`src/rtl/pipe_pkg.sv`:
```
// Shared definitions for the elastic pipeline stage: default payload width and
// the field layout of the memory-stage payload it usually carries.
package pipe_pkg;

    localparam int PAYLOAD_W_DEF = 40;

    localparam int ALU_W  = 16;
    localparam int RD_W   = 3;
    localparam int WE_W   = 1;
    localparam int BP_W   = 2;
    localparam int SD_W   = 16;
    localparam int LS_W   = 2;

    localparam int ALU_OFF = 0;
    localparam int RD_OFF  = ALU_OFF + ALU_W;
    localparam int WE_OFF  = RD_OFF + RD_W;
    localparam int BP_OFF  = WE_OFF + WE_W;
    localparam int SD_OFF  = BP_OFF + BP_W;
    localparam int LS_OFF  = SD_OFF + SD_W;
    localparam int MEM_PAYLOAD_W = LS_OFF + LS_W;

    // Packed order puts the last field at the MSB end, matching the offsets above.
    typedef struct packed {
        logic [LS_W-1:0]  ls_en;
        logic [SD_W-1:0]  store_data;
        logic [BP_W-1:0]  bp;
        logic [WE_W-1:0]  we;
        logic [RD_W-1:0]  rd;
        logic [ALU_W-1:0] alu;
    } mem_payload_t;

    function automatic logic [MEM_PAYLOAD_W-1:0] mem_pack(input mem_payload_t p);
        return p;
    endfunction

endpackage

```
`src/rtl/pipe_slot.sv`:
```
// One storage entry of the elastic stage: a valid bit and a data register that
// loads only when told to and is squashed by a synchronous clear.
module pipe_slot #(
    parameter int W = 40
) (
    input  logic         clk,
    input  logic         reset,
    input  logic         clr_i,
    input  logic         valid_d_i,
    input  logic         load_i,
    input  logic [W-1:0] data_i,
    output logic         valid_o,
    output logic [W-1:0] data_o
);

    logic         valid_q;
    logic [W-1:0] data_q;

    // Valid and data state; a clear beats both the next-valid and the load.
    always_ff @(posedge clk or posedge reset) begin
        if (reset) begin
            valid_q <= 1'b0;
            data_q  <= {W{1'b0}};
        end else begin
            valid_q <= clr_i ? 1'b0 : valid_d_i;
            if (load_i && !clr_i) begin
                data_q <= data_i;
            end
        end
    end

    assign valid_o = valid_q;
    assign data_o  = data_q;

endmodule

```
`src/rtl/pipe_stage_elastic.sv`:
```
// Elastic valid/ready pipeline stage with saturating stall counter.
// Define PIPE_STAGE_SKID_EN to add a skid entry and register in_ready.
module pipe_stage_elastic
    import pipe_pkg::*;
#(
    parameter int PAYLOAD_W = PAYLOAD_W_DEF,
    parameter int CNT_W     = 16
) (
    input  logic                 clk,
    input  logic                 reset,
    input  logic                 in_valid,
    input  logic [PAYLOAD_W-1:0] in_data,
    output logic                 in_ready,
    output logic                 out_valid,
    output logic [PAYLOAD_W-1:0] out_data,
    input  logic                 out_ready,
    input  logic                 flush,
    input  logic                 stall_cnt_clr,
    output logic [1:0]           occupancy,
    output logic [CNT_W-1:0]     stall_cnt
);

    logic                 main_v;
    logic [PAYLOAD_W-1:0] main_data;
    logic                 accept_s;
    logic                 release_s;
    logic                 main_valid_d;
    logic                 main_load_s;
    logic [PAYLOAD_W-1:0] main_data_d;
    logic [CNT_W-1:0]     stall_cnt_q;
    logic [CNT_W-1:0]     stall_cnt_d;

`ifdef PIPE_STAGE_SKID_EN
    logic                 skid_v;
    logic [PAYLOAD_W-1:0] skid_data;
    logic                 skid_valid_d;
    logic                 skid_load_s;

    // in_ready comes straight from the skid valid register: no path from out_ready.
    assign in_ready = ~skid_v;

    // Main/skid steering: on release skid refills main; otherwise overflow goes to skid.
    always_comb begin
        accept_s     = in_valid & ~skid_v;
        release_s    = main_v & out_ready;
        main_valid_d = main_v;
        main_load_s  = 1'b0;
        main_data_d  = in_data;
        skid_valid_d = skid_v;
        skid_load_s  = 1'b0;
        if (release_s) begin
            if (skid_v) begin
                main_valid_d = 1'b1;
                main_load_s  = 1'b1;
                main_data_d  = skid_data;
                skid_valid_d = 1'b0;
            end else if (accept_s) begin
                main_valid_d = 1'b1;
                main_load_s  = 1'b1;
            end else begin
                main_valid_d = 1'b0;
            end
        end else if (accept_s) begin
            if (main_v) begin
                skid_valid_d = 1'b1;
                skid_load_s  = 1'b1;
            end else begin
                main_valid_d = 1'b1;
                main_load_s  = 1'b1;
            end
        end else begin
            main_valid_d = main_v;
        end
    end

    pipe_slot #(.W(PAYLOAD_W)) u_skid (
        .clk       (clk),
        .reset     (reset),
        .clr_i     (flush),
        .valid_d_i (skid_valid_d),
        .load_i    (skid_load_s),
        .data_i    (in_data),
        .valid_o   (skid_v),
        .data_o    (skid_data)
    );

    assign occupancy = {1'b0, main_v} + {1'b0, skid_v};
`else
    assign in_ready = ~main_v | out_ready;

    // Single entry: an accept always lands in main, replacing a released payload.
    always_comb begin
        accept_s     = in_valid & in_ready;
        release_s    = main_v & out_ready;
        main_load_s  = accept_s;
        main_data_d  = in_data;
        if (accept_s) begin
            main_valid_d = 1'b1;
        end else if (release_s) begin
            main_valid_d = 1'b0;
        end else begin
            main_valid_d = main_v;
        end
    end

    assign occupancy = {1'b0, main_v};
`endif

    pipe_slot #(.W(PAYLOAD_W)) u_main (
        .clk       (clk),
        .reset     (reset),
        .clr_i     (flush),
        .valid_d_i (main_valid_d),
        .load_i    (main_load_s),
        .data_i    (main_data_d),
        .valid_o   (main_v),
        .data_o    (main_data)
    );

    assign out_valid = main_v;
    assign out_data  = main_data;

    // Stall counter next state: clear wins, otherwise count held-off cycles up to all-ones.
    always_comb begin
        stall_cnt_d = stall_cnt_q;
        if (stall_cnt_clr) begin
            stall_cnt_d = {CNT_W{1'b0}};
        end else if (main_v && !out_ready && (stall_cnt_q != {CNT_W{1'b1}})) begin
            stall_cnt_d = stall_cnt_q + CNT_W'(1);
        end else begin
            stall_cnt_d = stall_cnt_q;
        end
    end

    // Stall counter register.
    always_ff @(posedge clk or posedge reset) begin
        if (reset) begin
            stall_cnt_q <= {CNT_W{1'b0}};
        end else begin
            stall_cnt_q <= stall_cnt_d;
        end
    end

    assign stall_cnt = stall_cnt_q;

endmodule

```
`config.mk`:
```
export PLATFORM = sky130hd
export DESIGN_NAME = pipe_stage_elastic
export DESIGN_NICKNAME = d
export VERILOG_FILES = /design/src/rtl/pipe_pkg.sv /design/src/rtl/pipe_slot.sv /design/src/rtl/pipe_stage_elastic.sv
export SDC_FILE = /design/constraint.sdc
export NUM_CORES = 1
export LEC_CHECK = 0
export ABC_CLOCK_PERIOD_IN_PS = 2000
export BUFFER_PORTS_ARGS = -buffer_cell sky130_fd_sc_hd__buf_4
export CAP_MARGIN = 30
export CORE_MARGIN = 5
export CORE_UTILIZATION = 36
export DETAILED_ROUTE_END_ITERATION = 6
export GPL_ROUTABILITY_DRIVEN = 1
export HOLD_SLACK_MARGIN = 0.08
export PLACE_DENSITY = 0.67
export RECOVER_POWER = 50
export SLEW_MARGIN = 10
export SYNTH_ARGS = -nofsm -noshare
export SYNTH_HDL_FRONTEND = slang
export SYNTH_HIERARCHICAL = 1
export SYNTH_SLANG_ARGS = --single-unit
```
`constraint.sdc`:
```
create_clock -name clk -period 2 [get_ports clk]
set_input_delay 0.4 -clock clk [delete_from_list [all_inputs] [get_ports clk]]
set_output_delay 0.4 -clock clk [all_outputs]
set_load 0.03 [all_outputs]
```
==> summary.txt, run 1 <==
Floorplanning
  – CORE AREA: 7137 um^2
  – Die area: 9022 um^2
  – Die Height: 94.99 um
  – Boundary Pins: around 110
  – Die width: 94.99 um
  – Row cnt: 31
  – Initial Util: 0.3643

Logic synthesis
  – Multiplexer area fraction after synthesis: 0.1853
  – Simple-gate portion of the synthesized area: 0.1473
  – Synth Area in Compound Gates: 0.07411
  – Synth cell count leaders: dfrtp_1 (57), mux2_2 (37), a21oi_1 (12)
  – Yosys warning count: 6
  – Mapped cell area: 2600 um^2
  – Syn_nets: 241
  – Adder-Cell Fraction of Synth Area: 0.004812
  – Yosys reg bits: 57
  – Most common cell in the netlist: dfrtp_1
  – Post-synth EDFFs: 0
  – Top area cells in the synthesized netlist: dfrtp_1 (55%), mux2_2 (16%), a21oi_1 (2.3%)
  – Asr flop ratio synth: 1.000
  – Syn Inst Count: ~190
  – Main synth FF type: dfrtp_1
  – Largest family of logic cells by synthesized area: multiplexers
  – Syn avg cell area: 13.40 um^2
  – Largest area contributor in the netlist: dfrtp_1
  – Synth Area in XOR/XNOR: 0
  – Register area share after synthesis: 0.5486
  – Synth cell types: 41
  – Synth top area share: 0.5486

Global routing
  – GRT overflow: 0
  – GRT Resource Usage Total: 0.1412
  – Initial antenna violation count: 0
  – First-pass GRT wire length: 9.777 mm
  – Vias in the first global route: roughly 2.2k
  – Largest net degree at the start of global routing: 31

Layout
  – Share of cells above drive strength 1: 0.4871
  – NumNets Final: between 300 and 400
  – Filler instances: 673
  – Final std cells w/o fill: 409
  – N_diodes: 0
  – Area growth, synth to finish: 36.86%

Clock tree
  – Deepest clock path buffer count: 2
  – Hold Buf Count CTS: 0
  – Root buf cell: clkbuf_8
  – Post-CTS setup buffer count: 0
  – Cts bufs inserted: 9
  – Post-CTS Resized: 0
  – TritonCTS clock tree: yes
  – Clock Latency Late Sink: approximately 0.34 ns
  – Register clock-pin slew on the reported worst setup and hold paths: 0.07 ns
  – CTS sink cnt: 57
  – Max H-tree Level: 3

Worst setup path
  – WP data arrival: 2.02 ns
  – Crit-path max FO: 8
  – Worst endpoint required time: 2.23 ns
  – Worst Setup End Kind: register
  – Setup CP Type: reg2reg
  – CP startpoint kind: register

Timing
  – Least-Margin Pin Slew: roughly 1.2 ns
  – Worst hold margin: 0.07146 ns
  – Setup TNS: 0 ns
  – RSZ-0062 raised after global routing: false
  – Fin crit share: 0.8965
  – Hold Vio Cnt, Final: 0
  – Final min period: between 1.5 and 2 ns
  – Rel. slew slack: 0.1960
  – Final Setup Violations: 0
  – Max Slew Vio Count: 0
  – Fmax: 557.7 MHz
  – Post-Route Skew: 0.005697 ns

Power
  – PD cells: 897.8 nW/um^2
  – Pleak: between 0.0015 and 0.002 uW
  – Pwr Total: 3195 uW
  – Maximum VDD drop: 0.5230 mV

Placement
  – HPWL Detailed: 4.487 mm
  – Gpl congestion: 0.7909
  – Inst Count DP: 393
  – IO Port Bufs: 104

Drt
  – Drt initial violations: 33
  – WL final: 5.981 mm
  – DRT Pass-1 Iters: 4
  – Vias: 1,996
  – WL/cell: 14.62 um
  – Final ANT Viol Nets: 0
  – Routed vias/inst: 4.880
  – Drc violations: 0

Outcome
  – Outcome: finished, final reports clean

Run
  – Number of max-cap violations: 0

Min path
  – HP Class: in2async
final timing paths:
check	slack [ns]	end	cells after the start	from
max	0.21	stall_cnt[12]$_DFFE_PP0P_	5	stall_cnt[0]$_DFFE_PP0P_
min	0.07	u_main/data_o[11]$_DFFE_PP0P_	2	reset
max reg2reg	0.21	stall_cnt[12]$_DFFE_PP0P_	5	stall_cnt[0]$_DFFE_PP0P_
min reg2reg	0.50	u_main/data_o[28]$_DFFE_PP0P_	1	u_main/data_o[28]$_DFFE_PP0P_
max in group asynchronous	0.46	u_main/data_o[20]$_DFFE_PP0P_	3	reset
min in group clk	0.29	u_main/data_o[22]$_DFFE_PP0P_	2	in_data[22]
critical path, stage by stage (launching register included):
cell and delay (ns):
dfrtp_1 0.42, ha_1 0.26, nand3b_1 0.25, nor3_2 0.41, a21oi_1 0.12, a31o_2 0.23
per-layer routing:
layer | vias up | global-route usage | part of all wire
li1 | 941 | - | -
met1 | 969 | 0.1650 | 0.42
met2 | 76 | 0.2137 | 0.45
met3 | 10 | 0.06534 | 0.12
met4 | 0 | 0.07933 | 0.017
met5 | - | 0 | 0
logic make-up after synthesis:
logic type               after synthesis
multiplexers                          42
AO/OA/AOI/OAI                         30
buffers and inverters                 13
flip-flops                            57
other                                  1
AND/OR/NAND/NOR                       50
adder cells (fa/ha/maj)                1
final cells by class:
| cell class | count | area (um^2) | share of cell area |
|---|---|---|---|
| Clock buffer | 10 | 137.6 | 0.03868 |
| Timing Repair Buffer | 109 | 714.4 | 0.2008 |
| Sequential cell | 57 | 1426 | 0.4008 |
| Inverter | 4 | 15.01 | 0.004219 |
| Tap cell | 99 | 123.9 | 0.03481 |
| Clock inverter | 6 | 67.56 | 0.01899 |
| Multi-Input combinational cell | 124 | 1074 | 0.3017 |
sequential cells by signal, indices dropped and copies added, names as in the netlist:
register / count
stall_cnt: 16
u_main/data_o: 40
u_main/valid_o: 1
where the power goes:
| part | switching (uW) | internal (uW) |
|---|---|---|
| combinational | 455 | 283 |
| clock | 479 | 610 |
| sequential | 74.0 | 1290 |
cells in the final DEF (no fill, tap or decap), types with 2 or more instances in the layout:
| master | netlist | routed |
|---|---|---|
| clkbuf_8 | 4 | 10 |
| o21ai_1 | 2 | 2 |
| and4_1 | 2 | 2 |
| and2_1 | 3 | 3 |
| o31ai_1 | 6 | 6 |
| nand2b_1 | 5 | 5 |
| nand2_1 | 4 | 4 |
| clkbuf_1 | 1 | 31 |
| nand4_1 | 3 | 3 |
| nor2_1 | 5 | 5 |
| mux2_4 | 3 | 3 |
| clkinvlp_4 | 0 | 2 |
| a31o_2 | 2 | 2 |
| or3_2 | 2 | 2 |
| inv_1 | 4 | 3 |
| or4_1 | 6 | 6 |
| buf_4 | 3 | 77 |
| dfrtp_1 | 57 | 57 |
| clkinv_4 | 0 | 2 |
| mux2i_1 | 2 | 2 |
| nand3_1 | 6 | 6 |
| a21oi_2 | 2 | 2 |
| a21oi_1 | 12 | 12 |
| o21ai_0 | 4 | 4 |
| nor4_4 | 2 | 2 |
| mux2_2 | 37 | 37 |
through the flow:
step                      worst slack (ns)  instance area, um^2    util
after floorplan                     0.1045                 2600       -
after global placement              0.2750                 3482  0.4879
final                               0.2071                 3558  0.4986
after global routing               0.08610                 3558  0.4986
after detailed placement            0.2355                 3482  0.4879
after CTS                           0.1863                 3687  0.5167
Note: power is estimated with default switching activity, not from simulation.
==> run 2, diff against run 1 <==
Settings changed: CORE_MARGIN 5 to default.
==> run 2 against run 1 <==
Effect of this change:
- sequential power about the same
- via count down 0.85%
- combinational power is 0.5% lower
- critical path depth shrank 1
- cell count is 0.98% lower
==> summary.txt, run 2 (synthesis results as in run 1) <==
Floorplanning
  – Initial Util: 0.3785 (+0.01420)
  – CORE AREA: 6869 um^2 (-3.8%)
  – Die Height: 86.99 um (-8.4%)
  – Die width: 86.99 um (-8.4%)
  – Die area: 7566 um^2 (-16%)
  – Row cnt: 30 (-3.2%)
  – Boundary Pins: 106 (unchanged)

Power
  – Pwr Total: 3093 uW (-3.2%)
  – Pleak: 0.001608 uW (+1.3%)
  – PD cells: 873.7 nW/um^2 (-2.7%)
  – Maximum VDD drop: 0.5230 mV (about the same)

Placement
  – Inst Count DP: 389 (-1.0%)
  – HPWL Detailed: 4.050 mm (-9.7%)
  – IO Port Bufs: 104 (unchanged)
  – Gpl congestion: 0.7990 (+1.0%)
  – Post-DP Area: 3471 um^2 (-0.32%)

Timing
  – Rel. slew slack: 0.4704 (+0.2744)
  – Max Slew Vio Count: 0 (unchanged)
  – Fmax: 567.5 MHz (+1.7%)
  – Final Setup Violations: 0 (unchanged)
  – RSZ-0062 raised after global routing: false
  – Post-Route Skew: 0.006094 ns (+0.0003968 ns)
  – Hold Vio Cnt, Final: 0 (unchanged)
  – Fin crit share: 0.8811 (-0.01541)
  – Setup TNS: 0 ns (unchanged)
  – Least-Margin Pin Slew: 0.7944 ns (-0.4116 ns)
  – Final min period: 1.762 ns (-0.03082 ns)

Worst setup path
  – Setup CP Type: reg2reg
  – Crit-path max FO: 8 (unchanged)
  – Worst endpoint required time: 2.26 ns (+0.03 ns)
  – CP max stage cell: or4_1
  – CP startpoint kind: register
  – CP Cell Sequence: ha_1, nand3b_1, or4_1, a21oi_1
  – CP peak stage delay: 0.58 ns (+0.16 ns)
  – WP data arrival: 2.02 ns (about the same)
  – Worst Setup End Kind: register

Outcome
  – Outcome: finished, final reports clean

Clock tree
  – Root buf cell: clkbuf_8
  – Deepest clock path buffer count: 2 (unchanged)
  – Cts bufs inserted: 9 (unchanged)
  – Clock Latency Late Sink: 0.33 ns (about the same)
  – Max H-tree Level: 3 (unchanged)
  – CTS sink cnt: 57 (unchanged)
  – Post-CTS setup buffer count: 0 (unchanged)
  – TritonCTS clock tree: yes
  – Register clock-pin slew on the reported worst setup and hold paths: 0.06 ns (about the same)

Drt
  – WL final: 5.604 mm (-6.3%)
  – Routed vias/inst: 4.886 (+0.13%)
  – Final ANT Viol Nets: 0 (unchanged)
  – WL/cell: 13.84 um (-5.4%)
  – Drt initial violations: 77 (+130%)
  – DRT Pass-1 Iters: 4 (unchanged)
  – Vias: 1,979 (-0.85%)
  – Drc violations: 0 (unchanged)

Layout
  – Final core occ: 0.5153 (+0.01670)
  – Max reg flops: 40 (unchanged)
  – N_diodes: 0 (unchanged)
  – Final std cells w/o fill: 405 (-0.98%)
  – Commonest cells after routing, fill and taps aside: buf_4 (76), dfrtp_1 (57), mux2_2 (37)
  – NumNets Final: 352 (unchanged)
  – Finished Cell Area: 3540 um^2 (-0.53%)
  – Filler instances: 648 (-3.7%)
  – Area growth, synth to finish: 36.14%
  – Most common cell after layout, fill and taps aside: buf_4
  – Share of cells above drive strength 1: 0.4822 (-0.004896)

Global routing
  – Busiest grt layer: met2
  – Met3 Resource Use GR: 0.08626 (+0.02092)
  – Initial antenna violation count: 0 (unchanged)
  – GRT met2 Usage: 0.2391 (+0.02534)
  – Vias in the first global route: 1,958 (-9.1%)
  – First-pass GRT wire length: 9.425 mm (-3.6%)
  – Largest net degree at the start of global routing: 41 (+32%)
  – GRT overflow: 0 (unchanged)
  – Met1 usage: 0.2067 (+0.04171)
  – GRT Resource Usage Total: 0.1653 (+0.02409)

Min path
  – HP Class: in2reg

Run
  – Number of max-cap violations: 0 (unchanged)
[run 2: final timing paths]
path | from | end | slack [ns] | cells past startpoint
max | stall_cnt[0]$_DFFE_PP0P_ | stall_cnt[4]$_DFFE_PP0P_ | 0.24 | 4
min | in_data[1] | u_main/data_o[1]$_DFFE_PP0P_ | 0.30 | 2
max reg2reg | stall_cnt[0]$_DFFE_PP0P_ | stall_cnt[4]$_DFFE_PP0P_ | 0.24 | 4
min reg2reg | u_main/data_o[24]$_DFFE_PP0P_ | u_main/data_o[24]$_DFFE_PP0P_ | 0.50 | 1
max in group asynchronous | reset | u_main/data_o[21]$_DFFE_PP0P_ | 0.29 | 4
min in group asynchronous | reset | u_main/data_o[13]$_DFFE_PP0P_ | 0.62 | 3
[run 2: power by group]
part / internal [uW] / switching (uW) / total, uW
Sequential: 1290 / 74.6 / 1370
Combinational: 283 / 450 / 734
Clock: 562 / 427 / 989
[run 2: timing repair]
action | CTS | global route
endpoints found under the setup margin | 0 | 1
hold endpoints to repair | 9 | 0
gates resized for setup | 0 | 1
hold buffers | 1 | 0
[run 2: critical path: cells and delay by family, from the launching register on]
kind | cells | cell delay (ns)
AND/OR/NAND/NOR | 2 | 0.87
flip-flops | 1 | 0.41
adder cells (fa/ha/maj) | 1 | 0.25
AO/OA/AOI/OAI | 1 | 0.15
[run 2: per-layer routing]
metal	vias to the layer above	share of wire	routed length, um
met5	-	0	0
met4	0	0.0089	50
met3	4	0.098	550
met2	80	0.46	2556
met1	957	0.44	2448
li1	938	-	-
[run 2: cell type report]
| class | instances | area [um^2] | share of cell area |
|---|---|---|---|
| sequential | 57 | 1426 | 0.4030 |
| multi-input combinational | 124 | 1080 | 0.3051 |
| timing repair buffer | 109 | 721.9 | 0.2040 |
| clock buffer | 11 | 131.4 | 0.03712 |
| tap | 96 | 120.1 | 0.03393 |
| clock inverter | 4 | 45.04 | 0.01273 |
| inverter | 4 | 15.01 | 0.004242 |
[run 2: per-stage QoR]
step	worst slack (ns)	hold WS, ns
6_report	0.2379	0.2988
5_1_grt	0.04763	0.2723
4_1_cts	0.2063	0.2771
3_5_place_dp	0.2392	0.4332
3_3_place_gp	0.3064	0.4354
2_1_floorplan	0.1045	0.3137
